===== src/rtl/ddr2_ras_pkg.sv =====
// Shared constants and types for the DDR2 RAS status/control block: register map,
// STATUS bit positions, log-entry metadata and reset values.
package ddr2_ras_pkg;

   localparam logic [7:0] AddrTotalCorr   = 8'h00;
   localparam logic [7:0] AddrTotalUncorr = 8'h04;
   localparam logic [7:0] AddrLogInfo     = 8'h08;
   localparam logic [7:0] AddrLogAddr     = 8'h0C;
   localparam logic [7:0] AddrCorrThresh  = 8'h10;
   localparam logic [7:0] AddrDecayPeriod = 8'h14;
   localparam logic [7:0] AddrScrubCount  = 8'h18;
   localparam logic [7:0] AddrIrqMask     = 8'h1C;
   localparam logic [7:0] AddrStatus      = 8'h20;
   localparam logic [7:0] AddrLogPop      = 8'h24;
   localparam logic [7:0] AddrCtrl        = 8'h28;
   localparam logic [7:0] AddrRankCorr    = 8'h40;
   localparam logic [7:0] AddrRankUncorr  = 8'h80;

   localparam int unsigned StatusW     = 4;
   localparam int unsigned StatCorrThr = 0;
   localparam int unsigned StatUncorr  = 1;
   localparam int unsigned StatLogOvf  = 2;
   localparam int unsigned StatLogDrop = 3;
   localparam int unsigned StatFatal   = 31;
   localparam int unsigned CtrlClrBit  = 0;

   localparam logic [31:0] CorrThreshRst  = 32'd1000;
   localparam logic [31:0] DecayPeriodRst = 32'd0;
   localparam logic [1:0]  IrqMaskRst     = 2'b11;

   typedef struct packed {
      logic       dbl;
      logic [3:0] rank;
      logic [7:0] syndrome;
   } log_meta_t;

   localparam int unsigned LogMetaW = $bits(log_meta_t);

   function automatic logic [31:0] sat_inc32(input logic [31:0] v);
      return (&v) ? v : v + 32'd1;
   endfunction

endpackage


===== src/rtl/ddr2_ras_log_fifo.sv =====
// Synchronous FIFO for the RAS error log; a push while full is accepted only when a pop
// frees a slot in the same cycle.
module ddr2_ras_log_fifo #(
   parameter int unsigned Depth = 8,
   parameter int unsigned Width = 38
) (
   input  logic                   clk,
   input  logic                   reset,
   input  logic                   push_i,
   input  logic                   pop_i,
   input  logic [Width-1:0]       wdata_i,
   output logic [Width-1:0]       rdata_o,
   output logic                   full_o,
   output logic                   empty_o,
   output logic [$clog2(Depth):0] level_o
);

   localparam int unsigned PtrW = $clog2(Depth);
   localparam int unsigned LvlW = PtrW + 1;
   localparam logic [LvlW-1:0] FullLvl = Depth[LvlW-1:0];

   logic [Width-1:0] mem_q [Depth];
   logic [PtrW-1:0]  wptr_q, wptr_d, rptr_q, rptr_d;
   logic [LvlW-1:0]  level_q, level_d;
   logic             push_ok, pop_ok;

   assign empty_o = (level_q == '0);
   assign full_o  = (level_q == FullLvl);
   assign pop_ok  = pop_i && !empty_o;
   assign push_ok = push_i && (!full_o || pop_ok);
   assign rdata_o = mem_q[rptr_q];
   assign level_o = level_q;

   always_comb begin
      wptr_d  = push_ok ? wptr_q + PtrW'(1) : wptr_q;
      rptr_d  = pop_ok ? rptr_q + PtrW'(1) : rptr_q;
      level_d = level_q;
      if (push_ok && !pop_ok) begin
         level_d = level_q + LvlW'(1);
      end else if (pop_ok && !push_ok) begin
         level_d = level_q - LvlW'(1);
      end
   end

   always_ff @(posedge clk) begin
      if (reset) begin
         wptr_q  <= '0;
         rptr_q  <= '0;
         level_q <= '0;
      end else begin
         wptr_q  <= wptr_d;
         rptr_q  <= rptr_d;
         level_q <= level_d;
      end
   end

   // Storage needs no reset: the level alone decides what is valid.
   always_ff @(posedge clk) begin
      if (push_ok) begin
         mem_q[wptr_q] <= wdata_i;
      end
   end

endmodule


===== src/rtl/ddr2_ras_csr_gen2.sv =====
// DDR2 RAS status/control: per-rank ECC counters with saturation and decay, error log,
// maskable W1C interrupts and a CSR read/write port.
module ddr2_ras_csr_gen2
   import ddr2_ras_pkg::*;
#(
   parameter int unsigned ADDR_WIDTH = 25,
   parameter int unsigned NUM_RANKS  = 4,
   parameter int unsigned CNT_WIDTH  = 16,
   parameter int unsigned LOG_DEPTH  = 8
) (
   input  logic                  clk,
   input  logic                  reset,
   input  logic                  ecc_single_err,
   input  logic                  ecc_double_err,
   input  logic [7:0]            ecc_syndrome,
   input  logic [ADDR_WIDTH-1:0] err_addr,
   input  logic [3:0]            err_rank,
   input  logic                  scrub_active,
   input  logic                  csr_valid,
   input  logic                  csr_write,
   input  logic [7:0]            csr_addr,
   input  logic [31:0]           csr_wdata,
   output logic                  csr_ready,
   output logic                  csr_rdata_valid,
   output logic [31:0]           csr_rdata,
   output logic                  irq_ecc_corr,
   output logic                  irq_ecc_uncorr,
   output logic [NUM_RANKS-1:0]  rank_degraded,
   output logic                  fatal_error
);

   localparam int unsigned LogW = LogMetaW + ADDR_WIDTH;
   localparam int unsigned LvlW = $clog2(LOG_DEPTH) + 1;

   logic                 csr_ready_q, rdata_valid_q, rdata_valid_d;
   logic [31:0]          rdata_q, rdata_d, rd_mux;
   logic [31:0]          total_corr_q, total_corr_d, total_uncorr_q, total_uncorr_d;
   logic [CNT_WIDTH-1:0] corr_cnt_q [NUM_RANKS];
   logic [CNT_WIDTH-1:0] corr_cnt_d [NUM_RANKS];
   logic [CNT_WIDTH-1:0] uncorr_cnt_q [NUM_RANKS];
   logic [CNT_WIDTH-1:0] uncorr_cnt_d [NUM_RANKS];
   logic [31:0]          corr_thresh_q, corr_thresh_d, decay_period_q, decay_period_d;
   logic [31:0]          decay_cnt_q, decay_cnt_d, scrub_cnt_q, scrub_cnt_d;
   logic [1:0]           irq_mask_q, irq_mask_d;
   logic [StatusW-1:0]   status_q, status_d, stat_set, stat_clr;
   logic                 fatal_q, fatal_d, irq_corr_q, irq_corr_d, irq_uncorr_q, irq_uncorr_d;
   logic [NUM_RANKS-1:0] degraded_q, degraded_d, degraded_set;
   logic                 thr_set;

   logic req_rd, req_wr, wr_thresh, wr_decay, wr_mask, wr_status, wr_pop, ctrl_clr;
   logic decay_tick;

   logic            log_push, log_full, log_empty;
   logic [LogW-1:0] log_head;
   logic [LvlW-1:0] log_level;
   log_meta_t       push_meta, head_meta;
   logic [31:0]     log_info, log_addr_rd;

   assign req_rd    = csr_valid && csr_ready_q && !csr_write;
   assign req_wr    = csr_valid && csr_ready_q && csr_write;
   assign wr_thresh = req_wr && (csr_addr == AddrCorrThresh);
   assign wr_decay  = req_wr && (csr_addr == AddrDecayPeriod);
   assign wr_mask   = req_wr && (csr_addr == AddrIrqMask);
   assign wr_status = req_wr && (csr_addr == AddrStatus);
   assign wr_pop    = req_wr && (csr_addr == AddrLogPop);
   assign ctrl_clr  = req_wr && (csr_addr == AddrCtrl) && csr_wdata[CtrlClrBit];

   assign decay_tick = (decay_period_q != 32'd0) && (decay_cnt_q == decay_period_q - 32'd1);

   // Double wins the single log slot when both strobes fire together.
   assign log_push  = ecc_single_err || ecc_double_err;
   assign push_meta = '{dbl: ecc_double_err, rank: err_rank, syndrome: ecc_syndrome};

   ddr2_ras_log_fifo #(
      .Depth(LOG_DEPTH),
      .Width(LogW)
   ) u_log_fifo (
      .clk    (clk),
      .reset  (reset),
      .push_i (log_push),
      .pop_i  (wr_pop),
      .wdata_i({push_meta, err_addr}),
      .rdata_o(log_head),
      .full_o (log_full),
      .empty_o(log_empty),
      .level_o(log_level)
   );

   assign head_meta = log_meta_t'(log_head[ADDR_WIDTH +: LogMetaW]);

   always_comb begin
      log_info    = 32'd0;
      log_addr_rd = 32'd0;
      if (!log_empty) begin
         log_info    = {1'b1, head_meta.dbl, 2'b00, 4'(log_level), 12'd0,
                        head_meta.rank, head_meta.syndrome};
         log_addr_rd = 32'(log_head[ADDR_WIDTH-1:0]);
      end
   end

   always_comb begin
      rd_mux = 32'd0;
      case (csr_addr)
         AddrTotalCorr:   rd_mux = total_corr_q;
         AddrTotalUncorr: rd_mux = total_uncorr_q;
         AddrLogInfo:     rd_mux = log_info;
         AddrLogAddr:     rd_mux = log_addr_rd;
         AddrCorrThresh:  rd_mux = corr_thresh_q;
         AddrDecayPeriod: rd_mux = decay_period_q;
         AddrScrubCount:  rd_mux = scrub_cnt_q;
         AddrIrqMask:     rd_mux = {30'd0, irq_mask_q};
         AddrStatus: begin
            rd_mux[StatusW-1:0] = status_q;
            rd_mux[StatFatal]   = fatal_q;
         end
         default: ;
      endcase
      for (int r = 0; r < NUM_RANKS; r++) begin
         if (csr_addr == AddrRankCorr + 8'(4 * r)) begin
            rd_mux = 32'(corr_cnt_q[r]);
         end
         if (csr_addr == AddrRankUncorr + 8'(4 * r)) begin
            rd_mux = 32'(uncorr_cnt_q[r]);
         end
      end
   end

   // Counters: CTRL clear is applied before the event, so a coincident error counts as one.
   always_comb begin
      logic [CNT_WIDTH-1:0] base;
      logic                 inc, dec;
      base         = '0;
      inc          = 1'b0;
      dec          = 1'b0;
      thr_set      = 1'b0;
      degraded_set = '0;
      for (int r = 0; r < NUM_RANKS; r++) begin
         base = ctrl_clr ? '0 : corr_cnt_q[r];
         inc  = ecc_single_err && (err_rank == 4'(r));
         dec  = decay_tick && (base != '0);
         corr_cnt_d[r] = base;
         if (inc && !dec) begin
            corr_cnt_d[r] = (&base) ? base : base + CNT_WIDTH'(1);
         end else if (dec && !inc) begin
            corr_cnt_d[r] = base - CNT_WIDTH'(1);
         end
         if (inc && (corr_thresh_q != 32'd0) && (32'(corr_cnt_d[r]) >= corr_thresh_q)) begin
            thr_set         = 1'b1;
            degraded_set[r] = 1'b1;
         end

         base = ctrl_clr ? '0 : uncorr_cnt_q[r];
         inc  = ecc_double_err && (err_rank == 4'(r));
         uncorr_cnt_d[r] = base;
         if (inc) begin
            uncorr_cnt_d[r]  = (&base) ? base : base + CNT_WIDTH'(1);
            degraded_set[r] = 1'b1;
         end
      end

      total_corr_d   = ctrl_clr ? 32'd0 : total_corr_q;
      total_uncorr_d = ctrl_clr ? 32'd0 : total_uncorr_q;
      if (ecc_single_err) begin
         total_corr_d = sat_inc32(total_corr_d);
      end
      if (ecc_double_err) begin
         total_uncorr_d = sat_inc32(total_uncorr_d);
      end
   end

   always_comb begin
      corr_thresh_d  = wr_thresh ? csr_wdata : corr_thresh_q;
      decay_period_d = wr_decay ? csr_wdata : decay_period_q;
      irq_mask_d     = wr_mask ? csr_wdata[1:0] : irq_mask_q;
      scrub_cnt_d    = scrub_active ? sat_inc32(scrub_cnt_q) : scrub_cnt_q;

      if (wr_decay || decay_tick || (decay_period_q == 32'd0)) begin
         decay_cnt_d = 32'd0;
      end else begin
         decay_cnt_d = decay_cnt_q + 32'd1;
      end

      stat_set              = '0;
      stat_set[StatCorrThr] = thr_set;
      stat_set[StatUncorr]  = ecc_double_err;
      stat_set[StatLogOvf]  = log_push && log_full && !wr_pop;
      stat_set[StatLogDrop] = ecc_single_err && ecc_double_err;
      stat_clr              = wr_status ? csr_wdata[StatusW-1:0] : '0;
      status_d              = (status_q & ~stat_clr) | stat_set;

      fatal_d      = fatal_q || ecc_double_err;
      degraded_d   = degraded_q | degraded_set;
      irq_corr_d   = status_q[StatCorrThr] && irq_mask_q[0];
      irq_uncorr_d = status_q[StatUncorr] && irq_mask_q[1];

      rdata_valid_d = req_rd;
      rdata_d       = req_rd ? rd_mux : rdata_q;
   end

   always_ff @(posedge clk) begin
      if (reset) begin
         csr_ready_q    <= 1'b0;
         rdata_valid_q  <= 1'b0;
         rdata_q        <= 32'd0;
         total_corr_q   <= 32'd0;
         total_uncorr_q <= 32'd0;
         for (int r = 0; r < NUM_RANKS; r++) begin
            corr_cnt_q[r]   <= '0;
            uncorr_cnt_q[r] <= '0;
         end
         corr_thresh_q  <= CorrThreshRst;
         decay_period_q <= DecayPeriodRst;
         decay_cnt_q    <= 32'd0;
         scrub_cnt_q    <= 32'd0;
         irq_mask_q     <= IrqMaskRst;
         status_q       <= '0;
         fatal_q        <= 1'b0;
         degraded_q     <= '0;
         irq_corr_q     <= 1'b0;
         irq_uncorr_q   <= 1'b0;
      end else begin
         csr_ready_q    <= 1'b1;
         rdata_valid_q  <= rdata_valid_d;
         rdata_q        <= rdata_d;
         total_corr_q   <= total_corr_d;
         total_uncorr_q <= total_uncorr_d;
         for (int r = 0; r < NUM_RANKS; r++) begin
            corr_cnt_q[r]   <= corr_cnt_d[r];
            uncorr_cnt_q[r] <= uncorr_cnt_d[r];
         end
         corr_thresh_q  <= corr_thresh_d;
         decay_period_q <= decay_period_d;
         decay_cnt_q    <= decay_cnt_d;
         scrub_cnt_q    <= scrub_cnt_d;
         irq_mask_q     <= irq_mask_d;
         status_q       <= status_d;
         fatal_q        <= fatal_d;
         degraded_q     <= degraded_d;
         irq_corr_q     <= irq_corr_d;
         irq_uncorr_q   <= irq_uncorr_d;
      end
   end

   assign csr_ready       = csr_ready_q;
   assign csr_rdata_valid = rdata_valid_q;
   assign csr_rdata       = rdata_q;
   assign irq_ecc_corr    = irq_corr_q;
   assign irq_ecc_uncorr  = irq_uncorr_q;
   assign rank_degraded   = degraded_q;
   assign fatal_error     = fatal_q;

endmodule


===== config.mk =====
export PLATFORM = sky130hd
export DESIGN_NAME = ddr2_ras_csr_gen2
export DESIGN_NICKNAME = d
export VERILOG_FILES = /design/src/rtl/ddr2_ras_pkg.sv /design/src/rtl/ddr2_ras_log_fifo.sv /design/src/rtl/ddr2_ras_csr_gen2.sv
export SDC_FILE = /design/constraint.sdc
export NUM_CORES = 1
export LEC_CHECK = 0
export CORE_ASPECT_RATIO = 1.5
export CORE_MARGIN = 1.5
export CORE_UTILIZATION = 60
export DETAILED_ROUTE_END_ITERATION = 8
export MAX_ROUTING_LAYER = met4
export PLACE_DENSITY = 0.74
export SYNTH_ARGS = -nofsm -noshare
export SYNTH_HDL_FRONTEND = slang
export SYNTH_SLANG_ARGS = --single-unit
export TNS_END_PERCENT = 5

===== constraint.sdc =====
create_clock -name clk -period 11.87 [get_ports clk]
set_input_delay 2.374 -clock clk [delete_from_list [all_inputs] [get_ports clk]]
set_output_delay 2.374 -clock clk [all_outputs]
set_load 0.01 [all_outputs]

==> metrics.txt <==
grt ovf=0; largest family of logic cells by synthesized area=simple AND/OR/NAND/NOR gates; clock-pin slew on the worst setup and hold paths=0.06 ns; slew margin rel.=14.7%; pin count of the biggest net entering global routing=90; Final Skew=0.0249 ns; DR pass1 iterations=9; fin cells=4310; clk root buf=clkbuf_16; worst reg2reg setup slack=4.60 ns; initial antenna violation count=0; gr usage total=38.5%; outcome=complete, but fails checks; area growth from synthesis to layout=12.3%; CP Max Fanout=48; Final Cycle Share=69.7%; MaxCap Viol Count=0; Hold Crit Start=csr_rdata[10]$_SDFFE_PP0P_; hold path cells=2; Top Usage Layer GRT=met2; number of DRC markers in iteration 0=3239; worst reg2reg path depth=21; num rows=107; I/O pins=125; TritonCTS clock tree=built; M3 GR Usage=6.33%; RR Startpoint=decay_period_q[0]$_SDFFE_PP0P_; worst-margin pin slew=1.27 ns; Vias=28700; Clock Sink Count=684; synthesis-stage register bit count=684; final net count=3667; final count of negative-setup-slack endpoints=0; Unique masters post-synth=94; Warnings, synthesis=0; Placed Cells=4190; RSZ-0062 raised after global routing=false; core area=56800 µm²; PnR Total Power=5.36 mW; Residual DRC=23; Max Slew Vio Count=0; complex-gate fraction of the synthesized area=11.1%; clock period minus worst slack=8.28 ns; WHS Endpoint=csr_rdata[10]$_SDFFE_PP0P_; Die Span Y=297 µm; failing checks=design-rule violations; Min-Delay Path Class=flop to flop; setup TNS=0 ns; Worst EP required=12.41 ns; LEAKAGE=13.3 nW; routing usage on met1=45.8%; depth of the CTS H-tree=3; Initial Util=60.7%; TritonCTS buffer count=67; die width=199 µm; WL final=110 mm; Clk Latency, worst-skew pair=0.64 ns; mapped cell area=34500 µm²; Syn Area/Cell=9.96 µm²; Post-synth EDFFs=304; CP Launch Type=input pin; mux share of post-synthesis cell area=7.01%; PD cells=139 nW/µm²; Synth Instances=3462; worst r2r dst=status_q[0]$_SDFF_PP0_; post-synthesis simple-gate area fraction=21.5%; IO Port Bufs=124; vias in the first global route=28000; post-CTS setup buffer count=0; Final Hold Violating Endpoints=0; DIE AREA=58900 µm²; Synth Area in XOR/XNOR=5.77%; drt wl/cell=25.5 µm; Data arrival, critical path=8.81 ns; sequential fraction of the synthesis area=48.6%; Resized cells post-CTS=0; FFs w/ async S/R, synth=0%; Max VDD drop=0.000170 V; filler cell count=4393; Final Cell Area=38700 µm²; met2 global-route usage=62.4%; placed inst area=36300 µm²; hold_ws=0.454 ns; vias per inst=6.65; routability cong.=1.01; first-pass GRT wire length=166 mm; HPWL after detailed placement=76.9 mm; Hold-fix buffers, CTS=0; layout cell share with drive strength beyond 1=8.29%; Top FF cell, synth=dfxtp_1; worst setup path category=input pin to flop; ANT cells=0; Max Clk Rate=121 MHz; clk buf depth=3; CP Capture Type=flop; post-synthesis adder-cell area fraction=3.18%; Routed Antenna Nets=0; Post-Syn Nets=3633
## state kept, by name (all words and copies together), names as in the netlist, named ones only
| name | cells |
|---|---|
| corr_cnt_q | 64 |
| corr_thresh_q | 32 |
| csr_rdata | 32 |
| csr_rdata_valid | 1 |
| csr_ready | 1 |
| decay_cnt_q | 32 |
| decay_period_q | 32 |
| fatal_error | 1 |
| irq_ecc_corr | 1 |
| irq_ecc_uncorr | 1 |
| irq_mask_q | 2 |
| rank_degraded | 4 |
| scrub_cnt_q | 32 |
| status_q | 4 |
| total_corr_q | 32 |
| total_uncorr_q | 32 |
| u_log_fifo.level_o | 4 |
| u_log_fifo.mem_q | 304 |
| u_log_fifo.rptr_q | 3 |
| u_log_fifo.wptr_q | 3 |
| uncorr_cnt_q | 64 |
## layout make-up
type,instances,area (µm²),area share (%)
tap,763,955,2.47
timing repair buffer,163,1540,3.97
clock buffer,82,1820,4.72
multi-input combinational,2518,16800,43.5
clock inverter,38,571,1.47
inverter,62,233,0.602
sequential,684,16700,43.3
## synthesized netlist by cell type (all sizes together), types with 73 or more instances
cell / number / area [µm²]
mux4: 76 / 1710
xor2: 113 / 990
ha: 86 / 1080
a21oi: 173 / 870
nand2: 451 / 1690
edfxtp: 304 / 9130
nor2: 371 / 1400
nand3: 122 / 611
nand4: 112 / 713
nor3: 77 / 407
dfxtp: 380 / 7610
o21ai: 73 / 365
clkbuf: 165 / 621
xnor2: 114 / 998
## per-stage QoR
| stage | util (%) | setup WS (ns) |
|---|---|---|
| after detailed placement | 63.9 | 3.13 |
| after CTS | 68.2 | 3.76 |
| after floorplan | - | 3.90 |
| after global routing | 68.2 | 3.35 |
| after global placement | 63.9 | 3.35 |
| final | 68.2 | 3.59 |
## worst max-delay path by stage
stage	startpoint	endpoint	slack, ns	cells after the start
after floorplan	csr_addr[3]	status_q[0]$_SDFF_PP0_	3.90	31
after global placement	csr_addr[2]	status_q[0]$_SDFF_PP0_	3.35	23
after detailed placement	csr_addr[3]	status_q[0]$_SDFF_PP0_	3.13	23
after CTS	csr_addr[3]	status_q[0]$_SDFF_PP0_	3.76	23
after global routing	csr_valid	rank_degraded[3]$_SDFF_PP0_	3.35	23
final	csr_addr[3]	status_q[0]$_SDFF_PP0_	3.59	23
## worst max-delay path, cell delays in order
cell	delay, ns
clkdlybuf4s50_1	0.53
or4b_2	0.45
or4_4	0.47
buf_4	0.57
nand2_1	0.22
inv_1	0.14
ha_1	0.22
nand2_1	0.10
or4_1	0.53
o21bai_1	0.46
inv_1	0.13
o21ai_0	0.23
o211ai_1	0.22
o31a_1	0.16
ha_1	0.28
a21o_1	0.10
a21o_1	0.11
a21oi_1	0.07
nor2b_1	0.10
o21ai_0	0.09
a2111oi_0	0.84
nand2_1	0.13
a41oi_1	0.24
## power breakdown
| part | internal [mW] | total, mW | switching (mW) | leakage (nW) |
|---|---|---|---|---|
| clock | 1.33 | 2.31 | 0.981 | 1.14 |
| combinational | 0.143 | 0.394 | 0.250 | 6.27 |
| sequential | 2.60 | 2.65 | 0.0560 | 5.84 |
| total | 4.07 | 5.36 | 1.29 | 13.3 |
## logic make-up after synthesis
kind of cell,count (synthesis)
flops,684
simple gates,1494
buf+inv,260
xor+xnor,227
mux,146
compound gates,564
fa+ha+maj,87
## routing by layer
metal | vias up | part of all wire, %
li1 | 12800 | -
met1 | 13900 | 37
met2 | 1560 | 48
met3 | 371 | 8.8
met4 | 0 | 5.9
met5 | - | 0
## placed cells by master (no fill, tap or decap), types with 30 or more instances in the layout
| cell type | instances |
|---|---|
| clkbuf_16 | 68 |
| or3_1 | 49 |
| inv_1 | 61 |
| nor4_1 | 39 |
| nor2_1 | 358 |
| nand3_1 | 122 |
| o211ai_1 | 36 |
| buf_4 | 39 |
| nand2_1 | 450 |
| o22ai_1 | 30 |
| mux2i_1 | 67 |
| a21oi_1 | 172 |
| edfxtp_1 | 304 |
| nand4_1 | 110 |
| a22oi_1 | 36 |
| ha_1 | 86 |
| o21ai_0 | 72 |
| xnor2_1 | 114 |
| a222oi_1 | 49 |
| dfxtp_1 | 377 |
| clkdlybuf4s50_1 | 123 |
| xor2_1 | 113 |
| mux4_2 | 76 |
| and3_1 | 47 |
| nor3_1 | 70 |
| and2_1 | 66 |
Note: power is estimated with default switching activity, not from simulation.
